==> src/rtl/print_uart_tx_pkg.sv <==
// Shared constants for the console UART transmitter: FSM state encodings,
// 8N1 frame geometry and the field layout of the core's print word.
package print_uart_tx_pkg;

  localparam logic [1:0] ST_IDLE  = 2'd0;
  localparam logic [1:0] ST_START = 2'd1;
  localparam logic [1:0] ST_DATA  = 2'd2;
  localparam logic [1:0] ST_STOP  = 2'd3;

  // 8N1: one start bit, eight data bits, one stop bit.
  localparam int FRAME_BITS = 10;
  localparam int DATA_BITS  = FRAME_BITS - 2;

  localparam int PRINT_W   = 49;
  localparam int VALID_BIT = 48;
  localparam int CHAR_MSB  = 7;
  localparam int CHAR_LSB  = 0;

endpackage

==> src/rtl/print_fifo.sv <==
// Byte FIFO between the print port and the serializer. The caller qualifies
// push and pop against count, so this block never sees an illegal request.
module print_fifo #(
  parameter int DEPTH = 16
) (
  input  logic                       clk,
  input  logic                       resetn,
  input  logic                       push,
  input  logic                       pop,
  input  logic [7:0]                 din,
  output logic [7:0]                 dout,
  output logic [$clog2(DEPTH+1)-1:0] count
);

  localparam int AW = $clog2(DEPTH);
  localparam int CW = $clog2(DEPTH+1);

  logic [7:0]    mem [DEPTH];
  logic [AW-1:0] wr_ptr;
  logic [AW-1:0] rd_ptr;

  // NOTE: storage has no reset; count and pointers alone define what is valid,
  // which keeps the array a plain RAM without a reset fan-out.
  always_ff @(posedge clk) begin
    if (push) mem[wr_ptr] <= din;
  end

  // NOTE: every sequential assignment is non-blocking so all registers update
  // from the same pre-edge values, independent of statement order.
  always_ff @(posedge clk or negedge resetn) begin
    if (!resetn) begin
      wr_ptr <= '0;
      rd_ptr <= '0;
      count  <= '0;
    end else begin
      // DEPTH is a power of two, so pointer overflow wraps modulo DEPTH.
      if (push) wr_ptr <= wr_ptr + AW'(1);
      if (pop)  rd_ptr <= rd_ptr + AW'(1);
      case ({push, pop})
        2'b10:   count <= count + CW'(1);
        2'b01:   count <= count - CW'(1);
        default: count <= count;
      endcase
    end
  end

  assign dout = mem[rd_ptr];

endmodule

==> src/rtl/print_uart_tx.sv <==
// Console UART transmitter: buffers characters from the core's print word and
// sends them as 8N1 frames, LSB first, with a registered glitch-free tx line.
module print_uart_tx
  import print_uart_tx_pkg::*;
#(
  parameter int CLK_DIV    = 868,
  parameter int FIFO_DEPTH = 16
) (
  input  logic                            clk,
  input  logic                            resetn,
  input  logic [PRINT_W-1:0]              print_in,
  output logic                            tx,
  output logic                            busy,
  output logic                            overflow,
  output logic [$clog2(FIFO_DEPTH+1)-1:0] fifo_count
);

  localparam int          CW          = $clog2(FIFO_DEPTH+1);
  localparam logic [15:0] BAUD_RELOAD = 16'(CLK_DIV - 1);
  localparam logic [2:0]  LAST_BIT    = 3'(DATA_BITS - 1);

  logic [1:0]  state;
  logic [15:0] baud_cnt;
  logic [2:0]  bit_idx;
  logic [7:0]  shift_reg;
  logic [7:0]  head;
  logic        valid;
  logic        bit_done;
  logic        fifo_full;
  logic        fifo_empty;
  logic        push;
  logic        pop;
  logic        unused_payload;

  assign valid          = print_in[VALID_BIT];
  assign unused_payload = ^print_in[VALID_BIT-1:CHAR_MSB+1];
  assign bit_done       = (baud_cnt == 16'd0);
  assign fifo_full      = (fifo_count == CW'(FIFO_DEPTH));
  assign fifo_empty     = (fifo_count == '0);

  // A pop frees a slot on the same edge, so a full FIFO can still accept then.
  assign pop  = !fifo_empty && ((state == ST_IDLE) || (state == ST_STOP && bit_done));
  assign push = valid && (!fifo_full || pop);
  assign busy = (state != ST_IDLE) || !fifo_empty;

  print_fifo #(
    .DEPTH (FIFO_DEPTH)
  ) u_fifo (
    .clk    (clk),
    .resetn (resetn),
    .push   (push),
    .pop    (pop),
    .din    (print_in[CHAR_MSB:CHAR_LSB]),
    .dout   (head),
    .count  (fifo_count)
  );

  always_ff @(posedge clk or negedge resetn) begin
    if (!resetn) begin
      state     <= ST_IDLE;
      baud_cnt  <= '0;
      bit_idx   <= '0;
      shift_reg <= '0;
      tx        <= 1'b1;
    end else begin
      case (state)
        ST_IDLE: begin
          if (pop) begin
            shift_reg <= head;
            baud_cnt  <= BAUD_RELOAD;
            tx        <= 1'b0;
            state     <= ST_START;
          end
        end
        ST_START: begin
          if (bit_done) begin
            baud_cnt <= BAUD_RELOAD;
            bit_idx  <= '0;
            tx       <= shift_reg[0];
            state    <= ST_DATA;
          end else begin
            baud_cnt <= baud_cnt - 16'd1;
          end
        end
        ST_DATA: begin
          if (bit_done) begin
            baud_cnt  <= BAUD_RELOAD;
            shift_reg <= shift_reg >> 1;
            if (bit_idx == LAST_BIT) begin
              tx    <= 1'b1;
              state <= ST_STOP;
            end else begin
              bit_idx <= bit_idx + 3'd1;
              tx      <= shift_reg[1];
            end
          end else begin
            baud_cnt <= baud_cnt - 16'd1;
          end
        end
        ST_STOP: begin
          if (bit_done) begin
            // Chain straight into the next start bit when more bytes wait.
            if (pop) begin
              shift_reg <= head;
              baud_cnt  <= BAUD_RELOAD;
              tx        <= 1'b0;
              state     <= ST_START;
            end else begin
              state <= ST_IDLE;
            end
          end else begin
            baud_cnt <= baud_cnt - 16'd1;
          end
        end
        default: state <= ST_IDLE;
      endcase
    end
  end

  always_ff @(posedge clk or negedge resetn) begin
    if (!resetn)                                    overflow <= 1'b0;
    else if (valid && fifo_full && !pop)            overflow <= 1'b1;
  end

endmodule

==> config.mk <==
export PLATFORM = sky130hd
export DESIGN_NAME = print_uart_tx
export DESIGN_NICKNAME = d
export VERILOG_FILES = /design/src/rtl/print_uart_tx_pkg.sv /design/src/rtl/print_fifo.sv /design/src/rtl/print_uart_tx.sv
export SDC_FILE = /design/constraint.sdc
export NUM_CORES = 1
export LEC_CHECK = 0
export CAP_MARGIN = 40
export CELL_PAD_IN_SITES_DETAIL_PLACEMENT = 0
export CELL_PAD_IN_SITES_GLOBAL_PLACEMENT = 1
export CORE_AREA = 2 2 128 130
export CTS_BUF_LIST = sky130_fd_sc_hd__clkbuf_16
export CTS_CLUSTER_SIZE = 14
export DETAILED_ROUTE_END_ITERATION = 8
export DIE_AREA = 0 0 130 132
export PLACE_DENSITY = 0.78
export SYNTH_ARGS = -nofsm -noshare
export SYNTH_HDL_FRONTEND = slang
export SYNTH_SLANG_ARGS = --single-unit
==> constraint.sdc <==
create_clock -name clk -period 3.6 [get_ports clk]
set_input_delay 0.72 -clock clk [delete_from_list [all_inputs] [get_ports clk]]
set_output_delay 0.72 -clock clk [all_outputs]
set_load 0.01 [all_outputs]
Word-level counts from Yosys, hierarchy flattened

Memories as Yosys holds them, arrays and structs flattened.
Index checks and enable logic that the tools add are counted.

Bits in registers: 44
Bits in writable memories: 128
Word-level logic and storage cells: 80
Memories: 1

Memory list:

| name       | words | bits a word | rd ports | clocked after memory_dff | wr ports | line             | source |
|---|---|---|---|---|---|---|---|
| u_fifo.mem | 16    | 8           | 1        | 0                        | 1        | print_fifo.sv:18 | `logic [7:0] mem [DEPTH];` |

$add $sub $neg: 6
Equal/unequal tests: 13
Muxes and demuxes: 28
Reduce and logical (&&, ||, !) cells: 23

Operators by type and width:

| kind                                                | count |
|---|---|
| 2-to-1 mux 16 bit                                   | 3 |
| case mux 16 bit (3 select lines)                    | 1 |
| 2-to-1 mux 8 bit                                    | 3 |
| case mux 8 bit (3 select lines)                     | 1 |
| logical NOT 16 bit                                  | 1 |
| subtractor 16 x 1 -> 16 bit, second input constant  | 1 |
| != test 2 bit, second input constant                | 6 |
| 2-to-1 mux 2 bit                                    | 5 |
| case mux 5 bit (2 select lines)                     | 1 |
| 2-to-1 mux 3 bit                                    | 3 |
| adder 4 x 1 -> 4 bit, second input constant         | 2 |
| 2-to-1 mux 1 bit                                    | 8 |
| case mux 2 bit (4 select lines)                     | 1 |
| equality test 2 bit, second input constant          | 3 |
| case mux 3 bit (2 select lines)                     | 1 |
| AND reduction 3 bit                                 | 2 |
| nonzero test 2 bit                                  | 3 |
| adder 5 x 1 -> 5 bit, second input constant         | 1 |
| equality test 5 bit, second input constant          | 1 |
| logical AND 1 bit                                   | 5 |
| logical NOT 5 bit                                   | 1 |
| AND reduction 5 bit                                 | 1 |
| subtractor 5 x 1 -> 5 bit, second input constant    | 1 |
| equality test 2 x 1 -> 1 bit, second input constant | 2 |
| 9 further kinds                                     | 13 |

Logic depth before layout (Yosys ltp)

Gate-level depths: netlist of run 1.

Depth in word-level cells: 8
Gate-level depth with buffers: 13

Modules after synthesis

Synthesis of run 1 repeated with hierarchy kept, for this count alone.

Cells, all modules: 487
Area total of the unflattened synthesis: 7702.4 um^2

By module, submodules not included:

| module        | instances | cells an instance | area an instance (um^2) | seq. area each (um^2) |
|---|---|---|---|---|
| print_fifo    | 1         | 288               | 5769.3                  | 4169.0 |
| print_uart_tx | 1         | 199               | 1933.1                  | 777.0 |

Worst setup path before layout of run 1

No wires, ideal clock.

Kind: register to register
Start point: register u_fifo.count[1]
End point: register u_fifo.count[4]
Library setup time: 0.129 ns
Arrival time: 3.006 ns
Data required time: 3.471 ns
Setup slack: 0.465 ns
Cell stages (with the launch flop): 13
Path buffers: 1
Period minus slack after synthesis: 3.135 ns
Path through: dfrtp_1 -> buf_6 -> or4_4 -> o2111a_1 -> a21oi_4 -> nor2_1 -> xor2_1 -> ha_1 -> nor2_1 -> or4b_2 -> mux2i_1 -> o32ai_1 -> xnor2_1

Word-level cells in the longest chain between the ends: 7

RTL lines:

| element                                                                      | line                | source |
|---|---|---|
| start: declaration                                                           | print_fifo.sv:12    | `output logic [$clog2(DEPTH+1)-1:0] count` |
| start signal: assignment                                                     | print_fifo.sv:40    | `2'b10: count <= count + CW'(1);` |
| start signal: assignment                                                     | print_fifo.sv:41    | `2'b01: count <= count - CW'(1);` |
| start signal: assignment                                                     | print_fifo.sv:42    | `default: count <= count;` |
| logical NOT 5 bit                                                            | print_uart_tx.sv:39 | `assign fifo_empty = (fifo_count == '0);` |
| logical NOT 1 bit                                                            | print_uart_tx.sv:42 | `assign pop = !fifo_empty && ((state == ST_IDLE) \|\| (state == ST_STOP && bit_done));` |
| logical AND 1 bit                                                            | print_uart_tx.sv:42 |  |
| logical OR 1 bit                                                             | print_uart_tx.sv:43 | `assign push = valid && (!fifo_full \|\| pop);` |
| logical AND 1 bit                                                            | print_uart_tx.sv:43 |  |
| equality test 2 x 1 -> 1 bit / equality test 2 bit (equally long branches)   | print_fifo.sv:39    | `case ({push, pop})` |
| case mux 5 bit (2 select lines) / nonzero test 2 bit (equally long branches) | n/a                 |  |

Parallel ways exist; a longest one is shown, timed or not.
A chain may end at the register's enable or synchronous reset.

Worst setup path in the final report of run 1

Start point: register u_fifo.count[2]
End point: output busy

Word-level cells in the longest chain between the ends: 3

RTL lines:

| element           | line                | source |
|---|---|---|
| logical NOT 5 bit | print_uart_tx.sv:39 |  |
| logical NOT 1 bit | print_uart_tx.sv:44 | `assign busy = (state != ST_IDLE) \|\| !fifo_empty;` |
| logical OR 1 bit  | print_uart_tx.sv:44 |  |
| end: declaration  | print_uart_tx.sv:13 | `output logic busy,` |

No other way between the ends.

==> reports/qor.yml, run 1 <==
vias: 4387
cts_resized: 0
fin_tns_setup_ns: 0
p_leak_nw: 3.026
grt_pass1_vias: 4443
path_clk_slew_ns: 0.07
start_util_pct: 48.62
rsz0062_at_grt: "false"
cts-root-buf: "clkbuf_16"
cts_buffers: 17
largest_reg_flops: 128
worstSkewPairLatency_ns: 0.43
grtUsageTotal_pct: 19.06
ant_nets: 0
synth_cells: 513
seqPwrFrac_pct: 38.4
intPower_w: 0.004758
numPortBuffers: 18
p_sw_w: 0.002661
synth_cell_type_count: 65
ctsHoldBuffers: 0
crit_type: "reg2out"
first_pass_iters: 5
nets: 607
worst_clock_skew_ns: 0.009123
whs_ns: 0.2546
synth_seq_area_share_pct: 64.74
area_delta_synth_final_pct: 13.51
die_h_um: 132
power_density_nw_per_um2: 855.5
synth_top_area_share_pct: 50.31
synthFlopType: "edfxtp_1"
drt_iter0_drc: 354
drv_slew: 0
end_kind: "primary output"
status: "completed"
gp_congestion: 0.7884
via_per_inst: 5.705
core_area_um2: 15710
preCtsSetupSlack_ns: 0.4293
die_w_um: 130
yosysWarnings: 0
switching_share_pct: 35.87
synthTopCellsByArea: "edfxtp_1 50%, dfrtp_1 14%, mux4_2 9.7%, ha_1 2.6%, a21oi_1 2.1%"
clock-sinks: 172
comb_power_share_pct: 37.4
wl_per_cell_um: 19.68
clkPwrFrac_pct: 24.2
syn-num-nets: 580
io_pins: 59
grt_antenna_before_repair: 0
gr-total-overflow: 0
clk_path_buf_depth: 2
dieArea_um2: 17160
synth-seq-cells: 172
synth_area_um2: 7640
fin_crit_ns: 3.245
floorplan.rows: 46
avgSynthCellArea_um2: 14.89
cts.htree.levels: 4
worst_pin_slew_ns: 0.8541
final_cell_count_no_fill: 769
slew_headroom_pct: 43.06
hold_class: "in2async"
start_kind: "flop"
ir_worst_vdd_uv: 466.0
drc_errors: 0
synth-async-reset-ratio_pct: 25.58
grt_max_degree: 35
cap_violations: 0
setup_viol: 0
worstPathArrival_ns: 2.53
cts_tree: "built"
cp_max_fo: 8
required_ns: 2.88
n_antenna_cell: 0
post_route_cells_drive_above_1_share_pct: 17.54
grt_pass1_wl_mm: 24.21
yosys.area.top_type: "edfxtp_1"
place_inst: 737
fin_ws_ns: 0.3546
post_cts_buffers: 0
synth_edf_count: 128
period_share_pct: 90.15
hpwl_mm: 9.958
wirelength_mm: 15.14
timing.fmax_ghz: 0.3081
finalHoldViolCount: 0
[cells in the mapped netlist (all sizes together) (2+ instances only)]
master and number:
or3 2, o211ai 2, a22o 3, o22ai 4, buf 13, nor3 9
and2 18, a21oi 35, ha 16, edfxtp 128, nand2 28, o21bai 2
nor4 7, xor2 2, xnor2 9, mux2 2, nor3b 2, nand3 8
or4 2, mux2i 8, a21boi 2, clkbuf 11, nor2b 7, o21ai 27
o22a 4, a31oi 4, and3 2, nor2 28, nand4 5, a211oi 16
mux4 33, o21a 2, dfrtp 43, inv 13
[through the flow]
step / instance area [µm²] / total power [W] / utilization (%)
global placement: 8065 / 0.005580 / 51.33
CTS: 8672 / 0.007471 / 55.19
floorplan: 7640 / 0.004881 / -
global route: 8672 / 0.007885 / 55.19
detailed placement: 8093 / 0.005674 / 51.51
finish: 8672 / 0.007419 / 55.19
[layout by cell type (no fill, tap or decap), drive strengths merged, types with 3 or more instances in the layout]
master and count:
nor4 7, nand2 28, a21oi 35, nor3 9
o22a 4, edfxtp 128, clkinv 5, and2 18
nand4 5, nor2 28, o21ai 27, clkbuf 17
ha 16, clkdlybuf4s50 17, a22o 3, a31oi 4
a211oi 16, nand3 8, buf 15, xnor2 9
dfrtp 43, nor2b 7, o22ai 4, mux2i 8
inv 22, mux4 33
[worst paths after layout]
kind / startpoint / end / slack, ns / depth (start not counted)
min in group clk: overflow$_DFFE_PN0P_ / overflow$_DFFE_PN0P_ / 0.49 / 1
min: resetn / baud_cnt[11]$_DFF_PN0_ / 0.25 / 1
max in group asynchronous: resetn / u_fifo.rd_ptr[0]$_DFFE_PN0P_ / 2.83 / 2
max: u_fifo.count[2]$_DFFE_PN0P_ / busy / 0.35 / 4
min reg2reg: overflow$_DFFE_PN0P_ / overflow$_DFFE_PN0P_ / 0.49 / 1
max reg2reg: baud_cnt[13]$_DFF_PN0_ / u_fifo.count[4]$_DFFE_PN0P_ / 0.41 / 11
[power by group through the flow]
| stage | Combinational, W | Clock [W] | Sequential (W) |
|---|---|---|---|
| after floorplan | 0.00215 | 0 | 0.00273 |
| after global placement | 0.00271 | 0 | 0.00287 |
| after detailed placement | 0.00278 | 0 | 0.00289 |
| after CTS | 0.00280 | 0.00182 | 0.00285 |
| after global routing | 0.00308 | 0.00190 | 0.00291 |
| final | 0.00277 | 0.00179 | 0.00285 |
[per-layer routing]
layer / vias to the layer above / GRT usage (%) / share of wire, %
met1: 2211 / 24.15 / 42
li1: 2062 / - / -
met2: 90 / 31.94 / 52
met4: 0 / 8.244 / 2.4
met3: 24 / 3.653 / 3.7
met5: - / 0 / 0
[worst max-delay path: stages (launching register included)]
cell	delay (ns)
dfrtp_1	0.48
or4_4	0.60
nor2_1	0.28
nand2_1	0.22
clkdlybuf4s50_1	0.53
[logic make-up (layout without fill, tap and decap cells)]
family / count (synthesis) / in the layout / synth area share [%]
flip-flops: 172 / 172 / 64.74
buffers and inverters: 37 / 77 / 2.260
XOR/XNOR: 11 / 11 / 1.261
AO/OA/AOI/OAI: 112 / 112 / 9.581
multiplexers: 43 / 43 / 11.17
AND/OR/NAND/NOR: 122 / 122 / 8.369
adder cells (fa/ha/maj): 16 / 16 / 2.620
[area by class of cell]
| class | count | area (µm²) |
|---|---|---|
| fillers | 1253 | 7041 |
| flip-flops and latches | 172 | 4947 |
| multi-input cells | 304 | 2521 |
| clock buffers | 17 | 425.4 |
| repair buffers | 32 | 305.3 |
| well taps | 216 | 270.3 |
| clock inverters | 15 | 153.9 |
| inverters | 13 | 48.80 |
(Power assumes the default switching activity.)
==> run 2, diff against run 1 <==
--- a/config.mk
+++ b/config.mk
@@ -6,13 +6,14 @@
 export NUM_CORES = 1
 export LEC_CHECK = 0
 export CAP_MARGIN = 40
-export CELL_PAD_IN_SITES_DETAIL_PLACEMENT = 0
+export CELL_PAD_IN_SITES_DETAIL_PLACEMENT = 1
 export CELL_PAD_IN_SITES_GLOBAL_PLACEMENT = 1
 export CORE_AREA = 2 2 128 130
 export CTS_BUF_LIST = sky130_fd_sc_hd__clkbuf_16
 export CTS_CLUSTER_SIZE = 14
 export DETAILED_ROUTE_END_ITERATION = 8
 export DIE_AREA = 0 0 130 132
+export HOLD_SLACK_MARGIN = 0.1
 export PLACE_DENSITY = 0.78
 export SYNTH_ARGS = -nofsm -noshare
 export SYNTH_HDL_FRONTEND = slang
==> run 2 against run 1 <==
Effect of this change:
- sequential cell count is the same
- largest power group is now combinational cells
- die area unchanged
- setup slack lost 0.040 ns
- sequential share of layout area is 0.21 points lower
- critical endpoint is now u_fifo.count[4]$_DFFE_PN0P_
==> reports/qor.yml, run 2 (synthesis results as in run 1) <==
status: "completed"
post_route_cells_drive_above_1_share_pct: 17.90  # +0.36 points
end_kind: "flop"
grt_antenna_before_repair: 0  # unchanged
wirelength_mm: 17.80  # +18%
die_h_um: 132  # unchanged
cap_violations: 0  # unchanged
layout_commonest_cell: "edfxtp_1"
drv_slew: 0  # unchanged
grt_pass1_vias: 5059  # +14%
vias: 4589  # +4.6%
dieArea_um2: 17160  # unchanged
first_pass_iters: 5  # unchanged
worst_clock_skew_ns: 0.01929  # +0.01017 ns
drt_iter0_drc: 359  # +1.4%
worstSkewPairLatency_ns: 0.44  # about the same
finalHoldViolCount: 0  # unchanged
largest_reg_flops: 128  # unchanged
timing.fmax_ghz: 0.3043  # -1.2%
gp_congestion: 0.7884  # unchanged
required_ns: 3.90  # +1.02 ns
grtUsageTotal_pct: 22.60  # +3.5 points
ir_worst_vdd_uv: 549.2  # +18%
core_area_um2: 15710  # unchanged
hold_class: "in2async"
area_delta_synth_final_pct: 13.94
via_per_inst: 5.967  # +4.6%
whs_ns: 0.2541  # -0.0005930 ns
clock-sinks: 172  # unchanged
clk_path_buf_depth: 2  # unchanged
post-route-util_pct: 55.40  # +0.21 points
reg2reg_from: "u_fifo.count[2]$_DFFE_PN0P_"
fin_tns_setup_ns: 0  # unchanged
crit_type: "reg2reg"
period_share_pct: 91.27  # +1.1 points
p_leak_nw: 3.026  # about the same
io_pins: 59  # unchanged
ff2ff_path_depth: 11  # unchanged
drc_errors: 0  # unchanged
wl_per_cell_um: 23.14  # +18%
gr-total-overflow: 0  # unchanged
setup_viol: 0  # unchanged
nFillCells: 1481  # +18%
fin_crit_ns: 3.286  # +0.04030 ns
power_density_nw_per_um2: 878.3  # +2.7%
dpl_cell_area_um2: 8093  # unchanged
start_kind: "flop"
worst_pin_slew_ns: 0.8565  # +0.002328 ns
ctsHoldBuffers: 0  # unchanged
rsz0062_at_grt: "false"
worstPathArrival_ns: 3.59  # +1.06 ns
floorplan.rows: 46  # unchanged
cp_max_fo: 8  # unchanged
r2r_slack_ns: 0.31  # -0.10 ns
numPortBuffers: 18  # unchanged
n_antenna_cell: 0  # unchanged
reg2reg_to: "u_fifo.count[4]$_DFFE_PN0P_"
cts_buffers: 17  # unchanged
post_cts_buffers: 0  # unchanged
ant_nets: 0  # unchanged
hpwl_mm: 11.32  # +14%
cts.htree.levels: 4  # unchanged
cts_tree: "built"
grt_max_degree: 35  # unchanged
die_w_um: 130  # unchanged
start_util_pct: 48.62  # unchanged
path_clk_slew_ns: 0.08  # about the same
grt_pass1_wl_mm: 28.50  # +18%
cts-root-buf: "clkbuf_16"
stdcell_area_um2: 8705  # +0.38%
mostFrequentLayoutCells: "128 x edfxtp_1, 42 x dfrtp_1, 33 x mux4_2"
cts_resized: 0  # unchanged
nets: 607  # unchanged
slew_headroom_pct: 42.90  # -0.16 points
## run 2: area by class of cell
type                    instances  area, µm²  area share [%]
repair buffers                 32      305.3           3.507
multi-input cells             304       2521           28.96
well taps                     216      270.3           3.105
flip-flops and latches        172       4947           56.83
clock buffers                  17      425.4           4.887
clock inverters                15      186.4           2.142
inverters                      13      48.80          0.5606
## run 2: per-stage QoR
| stage | power (W) | instances | setup WS, ns |
|---|---|---|---|
| 6_report | 0.007645 | 769 | 0.3143 |
| 5_1_grt | 0.008084 | 769 | 0.1355 |
| 4_1_cts | 0.007686 | 769 | 0.3000 |
| 3_5_place_dp | 0.005766 | 737 | 0.3759 |
| 3_3_place_gp | 0.005580 | 735 | 0.4621 |
| 2_1_floorplan | 0.004881 | 513 | 0.4652 |
## run 2: how the worst max path moves through the flow
stage	cells after the start	start	to	slack (ns)
final	11	u_fifo.count[2]$_DFFE_PN0P_	u_fifo.count[4]$_DFFE_PN0P_	0.31
after global routing	11	baud_cnt[13]$_DFF_PN0_	u_fifo.count[4]$_DFFE_PN0P_	0.14
after CTS	11	u_fifo.count[2]$_DFFE_PN0P_	u_fifo.count[4]$_DFFE_PN0P_	0.30
after detailed placement	11	u_fifo.count[2]$_DFFE_PN0P_	u_fifo.count[4]$_DFFE_PN0P_	0.38
after global placement	11	u_fifo.count[2]$_DFFE_PN0P_	u_fifo.count[4]$_DFFE_PN0P_	0.46
after floorplan	12	u_fifo.count[1]$_DFFE_PN0P_	u_fifo.count[4]$_DFFE_PN0P_	0.47
## run 2: critical path, stage by stage, from the launching register on
cell and delay (ns):
dfrtp_1 0.49, or4_4 0.61, o2111a_1 0.31, a21oi_4 0.17, nor2_1 0.08, xor2_1 0.14, ha_1 0.23, nor2_1 0.08
or4b_2 0.61, mux2i_1 0.18, o32ai_1 0.13, xnor2_1 0.13
## run 2: metal layers
layer	track usage (%)	routed length [µm]	share of wire [%]
met5	0	0	0
met4	9.857	273	1.5
met3	5.154	746	4.2
met2	38.37	9548	54
met1	27.55	7229	41
## run 2: report_power, final
group	internal, W	leakage, nW	total, W	switching [W]
clock	0.000948	0.290	0.00187	0.000925
sequential	0.00250	1.70	0.00288	0.000371
combinational	0.00128	1.04	0.00290	0.00162
